`config.mk`:
```
export PLATFORM = sky130hd
export DESIGN_NAME = legup_lock_arbiter_flat
export DESIGN_NICKNAME = d
export VERILOG_FILES = /design/src/rtl/legup_lock_arbiter_if.sv /design/src/rtl/legup_lock_arbiter.sv /design/src/flat_wrapper.sv
export SDC_FILE = /design/constraint.sdc
export NUM_CORES = 1
export LEC_CHECK = 0
export BUFFER_PORTS_ARGS = -buffer_cell sky130_fd_sc_hd__clkbuf_2
export CELL_PAD_IN_SITES_DETAIL_PLACEMENT = 1
export CELL_PAD_IN_SITES_GLOBAL_PLACEMENT = 2
export CORE_UTILIZATION = 30
export CTS_CLUSTER_SIZE = 40
export DETAILED_ROUTE_END_ITERATION = 6
export GPL_ROUTABILITY_DRIVEN = 0
export HOLD_SLACK_MARGIN = 0.08
export MAX_ROUTING_LAYER = met4
export PLACE_DENSITY_LB_ADDON = 0.1
export SETUP_SLACK_MARGIN = 0.3
export SLEW_MARGIN = 0
export SYNTH_ARGS = -nofsm -noshare
export SYNTH_HDL_FRONTEND = slang
export SYNTH_SLANG_ARGS = --single-unit
```
`constraint.sdc`:
```
create_clock -name clk -period 5.2 [get_ports clk]
set_input_delay 0 -clock clk [delete_from_list [all_inputs] [get_ports clk]]
set_output_delay 0 -clock clk [all_outputs]
set_load 0.005 [all_outputs]
```
`src/rtl/legup_lock_arbiter_if.sv`:
```
// Lock handshake plus Avalon-MM status port for legup_lock_arbiter.
// slave = arbiter side, master = requesters/processor side.
interface legup_lock_arbiter_if #(
  parameter int N_REQ = 4,
  parameter int IDX_W = 4
);
  logic [N_REQ-1:0] req;
  logic [N_REQ-1:0] rel;
  logic [N_REQ-1:0] grant;
  logic             busy;
  logic [IDX_W-1:0] owner;
  logic             timeout_irq;
  logic             avs_s1_address;
  logic             avs_s1_read;
  logic [31:0]      avs_s1_readdata;
  logic             avs_s1_waitrequest;

  modport slave (
    input  req, rel, avs_s1_address, avs_s1_read,
    output grant, busy, owner, timeout_irq, avs_s1_readdata, avs_s1_waitrequest
  );
  modport master (
    output req, rel, avs_s1_address, avs_s1_read,
    input  grant, busy, owner, timeout_irq, avs_s1_readdata, avs_s1_waitrequest
  );
endinterface

```
`src/rtl/legup_lock_arbiter.sv`:
```
// Round-robin hardware lock arbiter with read-only Avalon status.
// Optional forced revocation of long holds: define LOCK_ARB_TIMEOUT_EN.
module legup_lock_arbiter #(
  parameter int N_REQ       = 4,
  parameter int IDX_W       = 4,
  parameter int TIMEOUT_CYC = 1024
) (
  input  logic               clk,
  input  logic               reset_n,
  legup_lock_arbiter_if.slave bus
);

  if (N_REQ < 2 || N_REQ > 16 || (1 << IDX_W) < N_REQ || TIMEOUT_CYC < 2) begin : g_bad_cfg
    $error("legup_lock_arbiter: illegal parameter set");
  end

  typedef enum logic {FREE, HELD} state_e;

  state_e           state_q;
  logic [N_REQ-1:0] grant_q, win_oh;
  logic [IDX_W-1:0] owner_q, rr_ptr_q, win_idx, rr_next;
  logic             busy_q, found, rel_own, rd0, timeout_hit, tflag, tirq;
  logic [31:0]      grant_cnt_q, status0;

  // Scan upward from rr_ptr, wrapping; the first set request wins.
  always_comb begin : p_scan
    logic [N_REQ-1:0] req_sh;
    int s;
    found   = 1'b0;
    win_oh  = '0;
    win_idx = '0;
    req_sh  = '0;
    s       = 0;
    for (int k = 0; k < N_REQ; k++) begin
      s = int'(rr_ptr_q) + k;
      if (s >= N_REQ) s = s - N_REQ;
      req_sh = bus.req >> s;
      if (!found && req_sh[0]) begin
        found   = 1'b1;
        win_idx = IDX_W'(s);
        win_oh  = {{(N_REQ-1){1'b0}}, 1'b1} << s;
      end
    end
  end

  // grant_q is one-hot at the owner, so this is rel[owner] gated by HELD.
  assign rel_own = |(bus.rel & grant_q);
  assign rr_next = (owner_q == IDX_W'(N_REQ-1)) ? '0 : owner_q + 1'b1;
  assign rd0     = bus.avs_s1_read && !bus.avs_s1_address;

`ifdef LOCK_ARB_TIMEOUT_EN
  localparam int HOLD_W = $clog2(TIMEOUT_CYC) + 1;
  logic [HOLD_W-1:0] hold_q;
  logic              tflag_q, tirq_q;

  // A coincident release wins over revocation.
  assign timeout_hit = (state_q == HELD) && (hold_q == HOLD_W'(TIMEOUT_CYC-1)) && !rel_own;

  always_ff @(posedge clk or negedge reset_n) begin
    if (!reset_n) begin
      hold_q  <= '0;
      tflag_q <= 1'b0;
      tirq_q  <= 1'b0;
    end else begin
      tirq_q <= timeout_hit;
      hold_q <= (state_q == HELD) ? hold_q + 1'b1 : '0;
      if (timeout_hit)  tflag_q <= 1'b1;
      else if (rd0)     tflag_q <= 1'b0;
    end
  end

  assign tflag = tflag_q;
  assign tirq  = tirq_q;
`else
  assign timeout_hit = 1'b0;
  assign tflag       = 1'b0;
  assign tirq        = 1'b0;
`endif

  always_ff @(posedge clk or negedge reset_n) begin
    if (!reset_n) begin
      state_q     <= FREE;
      rr_ptr_q    <= '0;
      grant_q     <= '0;
      busy_q      <= 1'b0;
      owner_q     <= '0;
      grant_cnt_q <= '0;
    end else begin
      case (state_q)
        FREE: if (found) begin
          state_q     <= HELD;
          grant_q     <= win_oh;
          busy_q      <= 1'b1;
          owner_q     <= win_idx;
          grant_cnt_q <= grant_cnt_q + 1'b1;
        end
        HELD: if (rel_own || timeout_hit) begin
          state_q  <= FREE;
          grant_q  <= '0;
          busy_q   <= 1'b0;
          owner_q  <= '0;
          rr_ptr_q <= rr_next;
        end
        default: state_q <= FREE;
      endcase
    end
  end

  always_comb begin
    status0              = '0;
    status0[31]          = busy_q;
    status0[30]          = tflag;
    status0[IDX_W-1:0]   = owner_q;
  end

  assign bus.grant              = grant_q;
  assign bus.busy               = busy_q;
  assign bus.owner              = owner_q;
  assign bus.timeout_irq        = tirq;
  assign bus.avs_s1_readdata    = bus.avs_s1_address ? grant_cnt_q : status0;
  assign bus.avs_s1_waitrequest = 1'b0;

endmodule

```
`src/flat_wrapper.sv`:
```
// flat-port wrapper written by rule: the top's interface ports become plain ports
module legup_lock_arbiter_flat 
#(
  parameter int N_REQ       = 4,
  parameter int IDX_W       = 4,
  parameter int TIMEOUT_CYC = 1024
)
  (clk, reset_n, bus_req, bus_rel, bus_avs_s1_address, bus_avs_s1_read, bus_grant, bus_busy, bus_owner, bus_timeout_irq, bus_avs_s1_readdata, bus_avs_s1_waitrequest);
  legup_lock_arbiter_if #(.N_REQ(N_REQ), .IDX_W(IDX_W)) bus_i ();
  input  logic clk;
  input  logic reset_n;
  input wire logic [$bits(bus_i.req)-1:0] bus_req;
  input wire logic [$bits(bus_i.rel)-1:0] bus_rel;
  input wire logic [$bits(bus_i.avs_s1_address)-1:0] bus_avs_s1_address;
  input wire logic [$bits(bus_i.avs_s1_read)-1:0] bus_avs_s1_read;
  output wire logic [$bits(bus_i.grant)-1:0] bus_grant;
  output wire logic [$bits(bus_i.busy)-1:0] bus_busy;
  output wire logic [$bits(bus_i.owner)-1:0] bus_owner;
  output wire logic [$bits(bus_i.timeout_irq)-1:0] bus_timeout_irq;
  output wire logic [$bits(bus_i.avs_s1_readdata)-1:0] bus_avs_s1_readdata;
  output wire logic [$bits(bus_i.avs_s1_waitrequest)-1:0] bus_avs_s1_waitrequest;
  assign bus_i.req = bus_req;
  assign bus_i.rel = bus_rel;
  assign bus_i.avs_s1_address = bus_avs_s1_address;
  assign bus_i.avs_s1_read = bus_avs_s1_read;
  assign bus_grant = bus_i.grant;
  assign bus_busy = bus_i.busy;
  assign bus_owner = bus_i.owner;
  assign bus_timeout_irq = bus_i.timeout_irq;
  assign bus_avs_s1_readdata = bus_i.avs_s1_readdata;
  assign bus_avs_s1_waitrequest = bus_i.avs_s1_waitrequest;
  legup_lock_arbiter #(.N_REQ(N_REQ), .IDX_W(IDX_W), .TIMEOUT_CYC(TIMEOUT_CYC)) u_core (.clk(clk), .reset_n(reset_n), .bus(bus_i));
endmodule
```
==> results of run 1 <==
stage by stage:
stage / area (sq um) / instances / utilization, % / worst slack (ns) / power (mW)
after floorplan: 3660 / 372 / - / 1.38 / 1.88
after global placement: 4030 / 553 / 34.5 / 1.19 / 2.21
after detailed placement: 4030 / 553 / 34.5 / 1.17 / 2.25
after CTS: 4210 / 562 / 36.1 / 1.16 / 2.61
after global routing: 4210 / 562 / 36.1 / 0.853 / 2.81
final: 4210 / 562 / 36.1 / 1.21 / 2.58
power by group through the flow:
stage	logic, mW	registers (mW)	clock network [mW]
after global routing	1.85	0.576	0.381
final	1.67	0.553	0.359
after floorplan	1.39	0.495	0
after detailed placement	1.68	0.565	0
after global placement	1.65	0.561	0
after CTS	1.69	0.559	0.366
kinds of logic after synthesis:
logic type	Yosys count	synth area share [%]
adders and majority gates	20	6.84
buffers and inverters	31	4.27
and+or+nand+nor	167	31.0
muxes	16	5.67
DFF	46	31.4
other	1	0.102
AOI/OAI and AO/OA	51	11.2
xor gates and xnor gates	39	9.54
layer usage:
metal	vias up	part of all wire [%]	GRT usage [%]
met1	1434	52	22.8
met2	58	44	24.7
li1	1437	-	-
met3	8	3.1	2.11
met5	-	0	-
met4	0	0.98	4.18
flip-flops by register name, summed over array words and instances (netlist names):
register,cells
u_core.grant_cnt_q,32
u_core.bus.grant,4
u_core.bus.owner,4
u_core.rr_ptr_q,4
u_core.bus.busy,1
u_core.state_q,1
cells in the mapped netlist (3+ instances only):
cell type   n  area share, %
a21oi_1     6           0.82
a221o_1     3           0.82
a31oi_1     5           0.85
and2_1     30            5.1
and3_1     10            1.7
and4_1      6            1.4
buf_4       4           0.82
buf_6       3           0.92
clkbuf_1    8           0.82
dfrtp_1    46             31
ha_1       20            6.8
inv_1      13            1.3
mux2_2      7            2.2
mux2i_1     5            1.4
mux4_2      3            1.8
nand2_1    32            3.3
nand2b_1    4           0.68
nand3_1    15            2.1
nand3b_1    3           0.62
nand4_1     7            1.2
nor2_1     16            1.6
nor2b_1     4           0.68
nor3_1      6           0.82
nor4_2      8            2.7
nor4_4      3            1.7
nor4b_2     9            3.7
nor4bb_1    3           0.82
o21ai_0     6           0.82
o21ai_1     3           0.41
xnor2_1     6            1.4
xor2_1     32            7.7
final timing paths:
kind / startpoint / to / slack, ns / cells past startpoint
max in group asynchronous: reset_n / u_core.grant_cnt_q[15] / 4.43 / 3
min in group asynchronous: reset_n / u_core.grant_cnt_q[24] / 0.34 / 3
setup / recovery: u_core.rr_ptr_q[2] / u_core.grant_cnt_q[8] / 1.21 / 14
hold reg to reg: u_core.grant_cnt_q[22] / u_core.grant_cnt_q[22] / 0.48 / 1
setup reg to reg: u_core.rr_ptr_q[2] / u_core.grant_cnt_q[8] / 1.21 / 14
hold / removal: bus_req[3] / u_core.bus.grant[3] / 0.22 / 4
final cells by class:
class	count	area [sq um]
multi-input cells	295	2360
fillers	1338	7460
well taps	143	179
repair buffers	57	303
clock buffers	8	166
inverters	13	48.8
flip-flops and latches	46	1150
worst max-delay path: stages, from the launching register on:
cell and delay (ns):
dfrtp_1 0.64, ha_1 0.31, a21oi_1 0.11, xnor2_1 0.25
inv_1 0.13, ha_1 0.20, ha_1 0.21, a21boi_1 0.17
and2_1 0.18, or3_1 0.32, and3_1 0.26, a211oi_4 0.28
buf_4 0.48, nor3_1 0.14, xor2_1 0.17
timing repair:
action / CTS / global route
hold buffers: 1 / 0
setup endpoints to repair: 0 / 0
gates resized for setup: 0 / 0
endpoints found under the hold margin: 46 / 0
==> flow_summary.json, run 1 <==
{
  "grt_usage_pct": 16.3,
  "hold_violations": 0,
  "h-tree-depth": 2,
  "mostFrequentLayoutCells": "clkbuf_2 (51), dfrtp_1 (46), nand2_1 (32), xor2_1 (32), and2_1 (30)",
  "hold_ws_ns": 0.217,
  "layout_commonest_cell": "clkbuf_2",
  "pin_count": 55,
  "areaGrowthSynthToFinish_pct": 14.9,
  "swShare_pct": 51.7,
  "syn_area_per_cell_sq_um": 9.87,
  "worstPathRequired_ns": 5.37,
  "first_global_vias": 3049,
  "clkSlewWorstSetupHoldPaths_ns": 0.07,
  "tns_ns": 0,
  "cts_setup_buffers": 0,
  "syn_area_sq_um": 3660,
  "drtIter0Drc": 122,
  "min_period_over_period_pct": 76.7,
  "internal_power_mw": 1.25,
  "nets": 450,
  "die_x_um": 112,
  "end_kind": "flip-flop",
  "die_y_um": 112,
  "vias": 2937,
  "leakagePower_nw": 1.90,
  "die-area_sq_um": 12600,
  "grt_max_degree": 47,
  "relSlewSlack_pct": 35.7,
  "rsz0062_at_grt": "no",
  "clk_latency_ns": 0.29,
  "maxCapViolations": 0,
  "setup_viol": 0,
  "grt.overflow.total": 0,
  "maxSlewViolCount": 0,
  "io_buffers": 51,
  "seq_power_share_pct": 21.4,
  "vias_per_cell": 5.23,
  "num_rows": 39,
  "power_switching_mw": 1.34,
  "syn_inst": 371,
  "hpwlAfterDp_um": 6830,
  "antenna_found_initial": 0,
  "cts.sinks": 46,
  "path_max_fanout": 31,
  "min_path_type": "input pin to flip-flop",
  "peakVddDrop_uv": 441,
  "p_per_area_nw_per_um2": 614,
  "drt-total-wl_um": 9360,
  "fin_skew_ns": 0.00359,
  "ys.warnings.count": 0,
  "async_flop_share_pct": 100,
  "synth_cell_type_count": 68,
  "cp-start-kind": "flip-flop",
  "wire_per_inst_um": 16.7,
  "clockBufferDepth": 2,
  "max_freq_mhz": 251,
  "critPathKind": "flip-flop to flip-flop",
  "first_pass_iters": 4,
  "n_antenna_cell": 0,
  "grt_pass1_wl_um": 15900,
  "drc": 0,
  "synth_edf_count": 0,
  "coreArea_sq_um": 11700,
  "antenna_left": 0,
  "status": "complete, no violations",
  "cts_buffers": 5,
  "cts_tree": "built",
  "synth-main-ff-cell": "dfrtp_1",
  "yosysSeqAreaShare_pct": 31.4,
  "ys_ff_latch": 46,
  "combPwrFrac_pct": 64.7,
  "finalCriticalPeriod_ns": 3.99,
  "tightest_slew_ns": 0.964,
  "drive_gt1_share_pct": 24.8,
  "power.clock.fraction_pct": 13.9,
  "start_util_pct": 31.4,
  "cts_root_buf": "clkbuf_16",
  "worstPathArrival_ns": 4.15
}
Note: power is estimated with default switching activity, not from simulation.
==> run 2, diff against run 1 <==
- clock period: 5.2 -> 3.7 ns (I/O delays scaled with it)
==> run 2 against run 1 <==
Effect of this change:
- non-clock buffer count rose by 25
- register-to-register slack got worse by 0.92 ns
- sequential power rose by 36%
- global-route usage rose by 0.43 points
- via count rose by 3.7%
- critical path depth rose by 3
- clock-buffer cell count fell by 1
- combinational power rose by 140%
- flip-flop and latch count did not move
- die area did not move
- largest power group unchanged
- highest routed layer unchanged
==> flow_summary.json, run 2 (synthesized netlist as in run 1, its figures left out) <==
{
  "layout_commonest_cell": "clkbuf_2",
  "path_max_fanout": 6,
  "maxSlewViolCount": 0,
  "power_mw": 5.23,
  "relSlewSlack_pct": 50.7,
  "setup_viol": 0,
  "num_rows": 39,
  "grt_pass1_wl_um": 16600,
  "drtIter0Drc": 86,
  "vias_per_cell": 5.19,
  "holdPathStages": 4,
  "cp-start-kind": "flip-flop",
  "cts.sinks": 46,
  "grt_max_degree": 47,
  "drive_gt1_share_pct": 34.9,
  "drt-total-wl_um": 9940,
  "start_util_pct": 31.4,
  "mostFrequentLayoutCells": "clkbuf_2 (51), dfrtp_1 (43), nand2_1 (32), and2_1 (30), xor2_1 (30)",
  "tns_ns": 0,
  "top_register": "u_core.grant_cnt_q",
  "leakagePower_nw": 2.11,
  "peakVddDrop_uv": 576,
  "crit_family": "compound AO/OA/AOI/OAI gates",
  "die_x_um": 112,
  "first_global_vias": 3212,
  "cts_root_buf": "clkbuf_16",
  "critPathKind": "flip-flop to flip-flop",
  "grt.overflow.total": 0,
  "maxCapViolations": 0,
  "worstPathArrival_ns": 3.57,
  "rsz0062_at_grt": "yes",
  "fin_skew_ns": 0.00840,
  "cts_tree": "built",
  "tightest_slew_ns": 0.737,
  "hpwlAfterDp_um": 7030,
  "cts_buffers": 5,
  "antenna_found_initial": 0,
  "crit_slowest_cell": "dfrtp_2",
  "clockBufferDepth": 2,
  "nFillCells": 1333,
  "status": "complete, no violations",
  "vias": 3047,
  "io_buffers": 51,
  "largest_register_ffs": 32,
  "slowest_delay_ns": 0.47,
  "crit_buf_inv": 5,
  "drc": 0,
  "worstPathRequired_ns": 3.87,
  "cp_cell_sequence": "buf_6, ha_4, a21oi_4, xnor2_2, inv_2, ha_4, ha_4, a21boi_4, or4_4, o21ai_4, a221oi_4, a211oi_4, buf_12, buf_12, clkbuf_16, nor4b_2, xor2_1",
  "min_period_over_period_pct": 92.0,
  "ff2ff_path_depth": 17,
  "first_pass_iters": 4,
  "nets": 475,
  "max_freq_mhz": 294,
  "fin_util_pct": 40.7,
  "coreArea_sq_um": 11700,
  "seq_area_sq_um": 1150,
  "n_antenna_cell": 0,
  "clkSlewWorstSetupHoldPaths_ns": 0.06,
  "areaGrowthSynthToFinish_pct": 29.6,
  "timing.critical_path.depth": 17,
  "wire_per_inst_um": 16.9,
  "end_kind": "flip-flop",
  "p_per_area_nw_per_um2": 1100,
  "hold_violations": 0,
  "grt_usage_pct": 16.7,
  "path_common_cell": "ha_4",
  "min_path_type": "input pin to flip-flop",
  "die_y_um": 112,
  "h-tree-depth": 2,
  "die-area_sq_um": 12600,
  "finalCriticalPeriod_ns": 3.40,
  "clk_latency_ns": 0.29,
  "antenna_left": 0,
  "pin_count": 55,
  "multi_input_area_sq_um": 2570
}
## run 2: final cells by class
class | count | share of cell area (%)
Sequential cell | 46 | 24.3
Multi-Input combinational cell | 295 | 54.2
Timing Repair Buffer | 82 | 13.1
Clock inverter | 1 | 0.633
Inverter | 13 | 1.11
Clock buffer | 7 | 2.80
Tap cell | 143 | 3.77
## run 2: power by group
group | internal, mW | leakage, nW | switching (mW)
logic | 2.00 | 1.45 | 1.97
registers | 0.598 | 0.578 | 0.156
clock network | 0.320 | 0.0781 | 0.191
total | 2.92 | 2.11 | 2.32
## run 2: path summary, 6_finish.rpt
kind,end,start,slack [ns]
hold reg to reg,u_core.grant_cnt_q[31],u_core.grant_cnt_q[31],0.47
setup / recovery,u_core.grant_cnt_q[11],u_core.rr_ptr_q[1],0.30
max in group asynchronous,u_core.rr_ptr_q[3],reset_n,2.89
hold / removal,u_core.bus.grant[3],bus_req[3],0.21
min in group asynchronous,u_core.grant_cnt_q[11],reset_n,0.34
setup reg to reg,u_core.grant_cnt_q[11],u_core.rr_ptr_q[1],0.30
## run 2: per-layer routing
metal / routed length [um] / track usage [%] / up-vias
li1: - / - / 1475
met1: 4520 / 20.6 / 1532
met2: 5150 / 29.4 / 33
met3: 152 / 1.62 / 7
met4: 107 / 4.00 / 0
met5: 0 / - / -
## run 2: what timing repair did
item,4_1_cts,5_1_grt
hold endpoints to repair,46,0
cloned,1,2
hold buffers,1,0
resized for setup,11,20
setup endpoints to repair,26,41
pin swaps,6,13
buffers inserted,6,8
## run 2: through the flow
stage          instance area [sq um]  instances  hold slack, ns  setup WS, ns
2_1_floorplan                   3770        372          -0.296         0.197
3_3_place_gp                    4210        561           0.152         0.185
3_5_place_dp                    4210        561           0.148         0.138
4_1_cts                         4520        577           0.213         0.282
5_1_grt                         4740        587           0.269         0.166
6_report                        4740        587           0.210         0.297
## run 2: worst register-to-register path, delay by kind of cell (launching register included)
family / cells / cell delay, ns
compound gates: 5 / 0.84
buf+inv: 5 / 0.65
fa+ha+maj: 3 / 0.49
simple gates: 2 / 0.48
flops: 1 / 0.47
xor+xnor: 2 / 0.33
==> run 3, diff against run 2 <==
- CORE_ASPECT_RATIO: unset -> 1.25
==> run 3 against run 2 <==
Effect of this change:
- first-iteration DRC count decreased by 36%
- fmax grew 3.2%
- global-route usage up 0.070 points
- critical path type unchanged
- largest power group unchanged
- sequential share of layout area increased by 0.34 points
- hold slack improved by 0.016 ns
==> flow_summary.json, run 3 (synthesized netlist as in run 1, its figures left out) <==
{
  "vias": 3087,
  "hold_violations": 0,
  "finalInstanceArea_sq_um": 4670,
  "placed_area_sq_um": 4260,
  "drive_gt1_share_pct": 33.4,
  "end_kind": "flip-flop",
  "cts_root_buf": "clkbuf_16",
  "num_rows": 44,
  "cts.sinks": 46,
  "nets": 474,
  "min_period_over_period_pct": 89.1,
  "first_pass_iters": 4,
  "io_buffers": 51,
  "hold_ws_ns": 0.226,
  "vias_per_cell": 5.11,
  "die_y_um": 126,
  "clkSlewWorstSetupHoldPaths_ns": 0.07,
  "grt_max_degree": 47,
  "fin_util_pct": 39.8,
  "cts_tree": "built",
  "hpwlAfterDp_um": 7210,
  "relSlewSlack_pct": 49.4,
  "seq_power_share_pct": 15.5,
  "status": "complete, no violations",
  "drc": 0,
  "critPathKind": "flip-flop to flip-flop",
  "worstPathRequired_ns": 3.86,
  "peakVddDrop_uv": 526,
  "areaGrowthSynthToFinish_pct": 27.5,
  "coreArea_sq_um": 11700,
  "worstPathArrival_ns": 3.46,
  "finalCriticalPeriod_ns": 3.30,
  "maxCapViolations": 0,
  "clk_latency_ns": 0.29,
  "cp-start-kind": "flip-flop",
  "multi_input_area_sq_um": 2540,
  "nFillCells": 1361,
  "die_x_um": 101,
  "seq_area_sq_um": 1150,
  "p_per_area_nw_per_um2": 1040,
  "min_path_type": "input pin to flip-flop",
  "antenna_found_initial": 0,
  "power_switching_mw": 2.22,
  "setup_viol": 0,
  "n_antenna_cell": 0,
  "internal_power_mw": 2.62,
  "layout_commonest_cell": "clkbuf_2",
  "die-area_sq_um": 12700,
  "antenna_left": 0,
  "power_mw": 4.85,
  "power.clock.fraction_pct": 10.7,
  "swShare_pct": 45.9,
  "tns_ns": 0,
  "h-tree-depth": 2,
  "path_max_fanout": 7,
  "grt_usage_pct": 16.8,
  "largest_register_ffs": 32,
  "maxSlewViolCount": 0,
  "rsz0062_at_grt": "yes",
  "cts_buffers": 5,
  "drtIter0Drc": 55,
  "fin_skew_ns": 0.0100,
  "start_util_pct": 31.2,
  "wire_per_inst_um": 16.4,
  "top_register": "u_core.grant_cnt_q",
  "leakagePower_nw": 2.08,
  "max_freq_mhz": 303,
  "pin_count": 55,
  "first_global_vias": 3259,
  "mostFrequentLayoutCells": "clkbuf_2 (51), dfrtp_1 (45), nand2_1 (32), xor2_1 (31), and2_1 (30)",
  "grt.overflow.total": 0,
  "drt-total-wl_um": 9930,
  "tightest_slew_ns": 0.757,
  "grt_pass1_wl_um": 16400,
  "clockBufferDepth": 2,
  "combPwrFrac_pct": 73.8
}
## run 3: cell count changes in the layout (fill, tap and decap cells not counted), sizes merged
cell	previous run	this run
clkbuf	60	59
## run 3: critical path, stage by stage, from the launching register on
cell and delay [ns]:
dfrtp_2 0.46, buf_6 0.14, ha_4 0.17, a21oi_4 0.18, xnor2_4 0.16, inv_2 0.09
ha_4 0.17, ha_4 0.16, a21boi_4 0.14, or4_4 0.43, o21ai_4 0.18, a221oi_4 0.06
a211oi_4 0.28, buf_12 0.18, buf_8 0.13, nor3_1 0.06, xor2_1 0.19
## run 3: area by class of cell
| type | instances | area share (%) |
|---|---|---|
| multi-input cells | 295 | 54.5 |
| well taps | 161 | 4.32 |
| flip-flops and latches | 46 | 24.7 |
| repair buffers | 81 | 11.9 |
| clock buffers | 7 | 2.84 |
| inverters | 13 | 1.13 |
| clock inverters | 1 | 0.643 |
## run 3: timing repair
| item | in CTS | in global routing |
|---|---|---|
| hold buffers | 1 | 0 |
| gates cloned | 0 | 1 |
| resized for setup | 1 | 25 |
| endpoints found under the setup margin | 37 | 37 |
| buffers inserted | 3 | 7 |
| endpoints found under the hold margin | 46 | 0 |
| pin swaps | 1 | 11 |
## run 3: power groups by stage
stage / clock, mW / combinational [mW] / sequential (mW)
global route: 0.553 / 3.87 / 0.773
detailed placement: 0 / 2.91 / 0.762
floorplan: 0 / 2.15 / 0.705
global placement: 0 / 2.85 / 0.760
CTS: 0.533 / 3.06 / 0.750
finish: 0.518 / 3.58 / 0.752
## run 3: metal layers
metal | vias up | routed length [um] | global-route usage [%]
met2 | 45 | 5400 | 30.5
met1 | 1552 | 4160 | 18.9
met5 | - | 0 | -
met3 | 13 | 181 | 1.84
li1 | 1477 | - | -
met4 | 0 | 178 | 5.46
## run 3: path summary, 6_finish.rpt
path | slack (ns) | startpoint | depth (start not counted) | end
max in group asynchronous | 2.87 | reset_n | 3 | u_core.rr_ptr_q[1]
min in group asynchronous | 0.36 | reset_n | 3 | u_core.grant_cnt_q[5]
setup reg to reg | 0.40 | u_core.rr_ptr_q[1] | 16 | u_core.grant_cnt_q[8]
hold / removal | 0.23 | bus_req[3] | 4 | u_core.bus.grant[3]
hold reg to reg | 0.47 | u_core.grant_cnt_q[31] | 1 | u_core.grant_cnt_q[31]
setup / recovery | 0.40 | u_core.rr_ptr_q[1] | 16 | u_core.grant_cnt_q[8]
## run 3: through the flow
step           setup WS [ns]  instances
3_5_place_dp           0.138        584
6_report               0.403        604
2_1_floorplan          0.197        372
4_1_cts                0.318        596
5_1_grt                0.290        604
3_3_place_gp           0.179        584
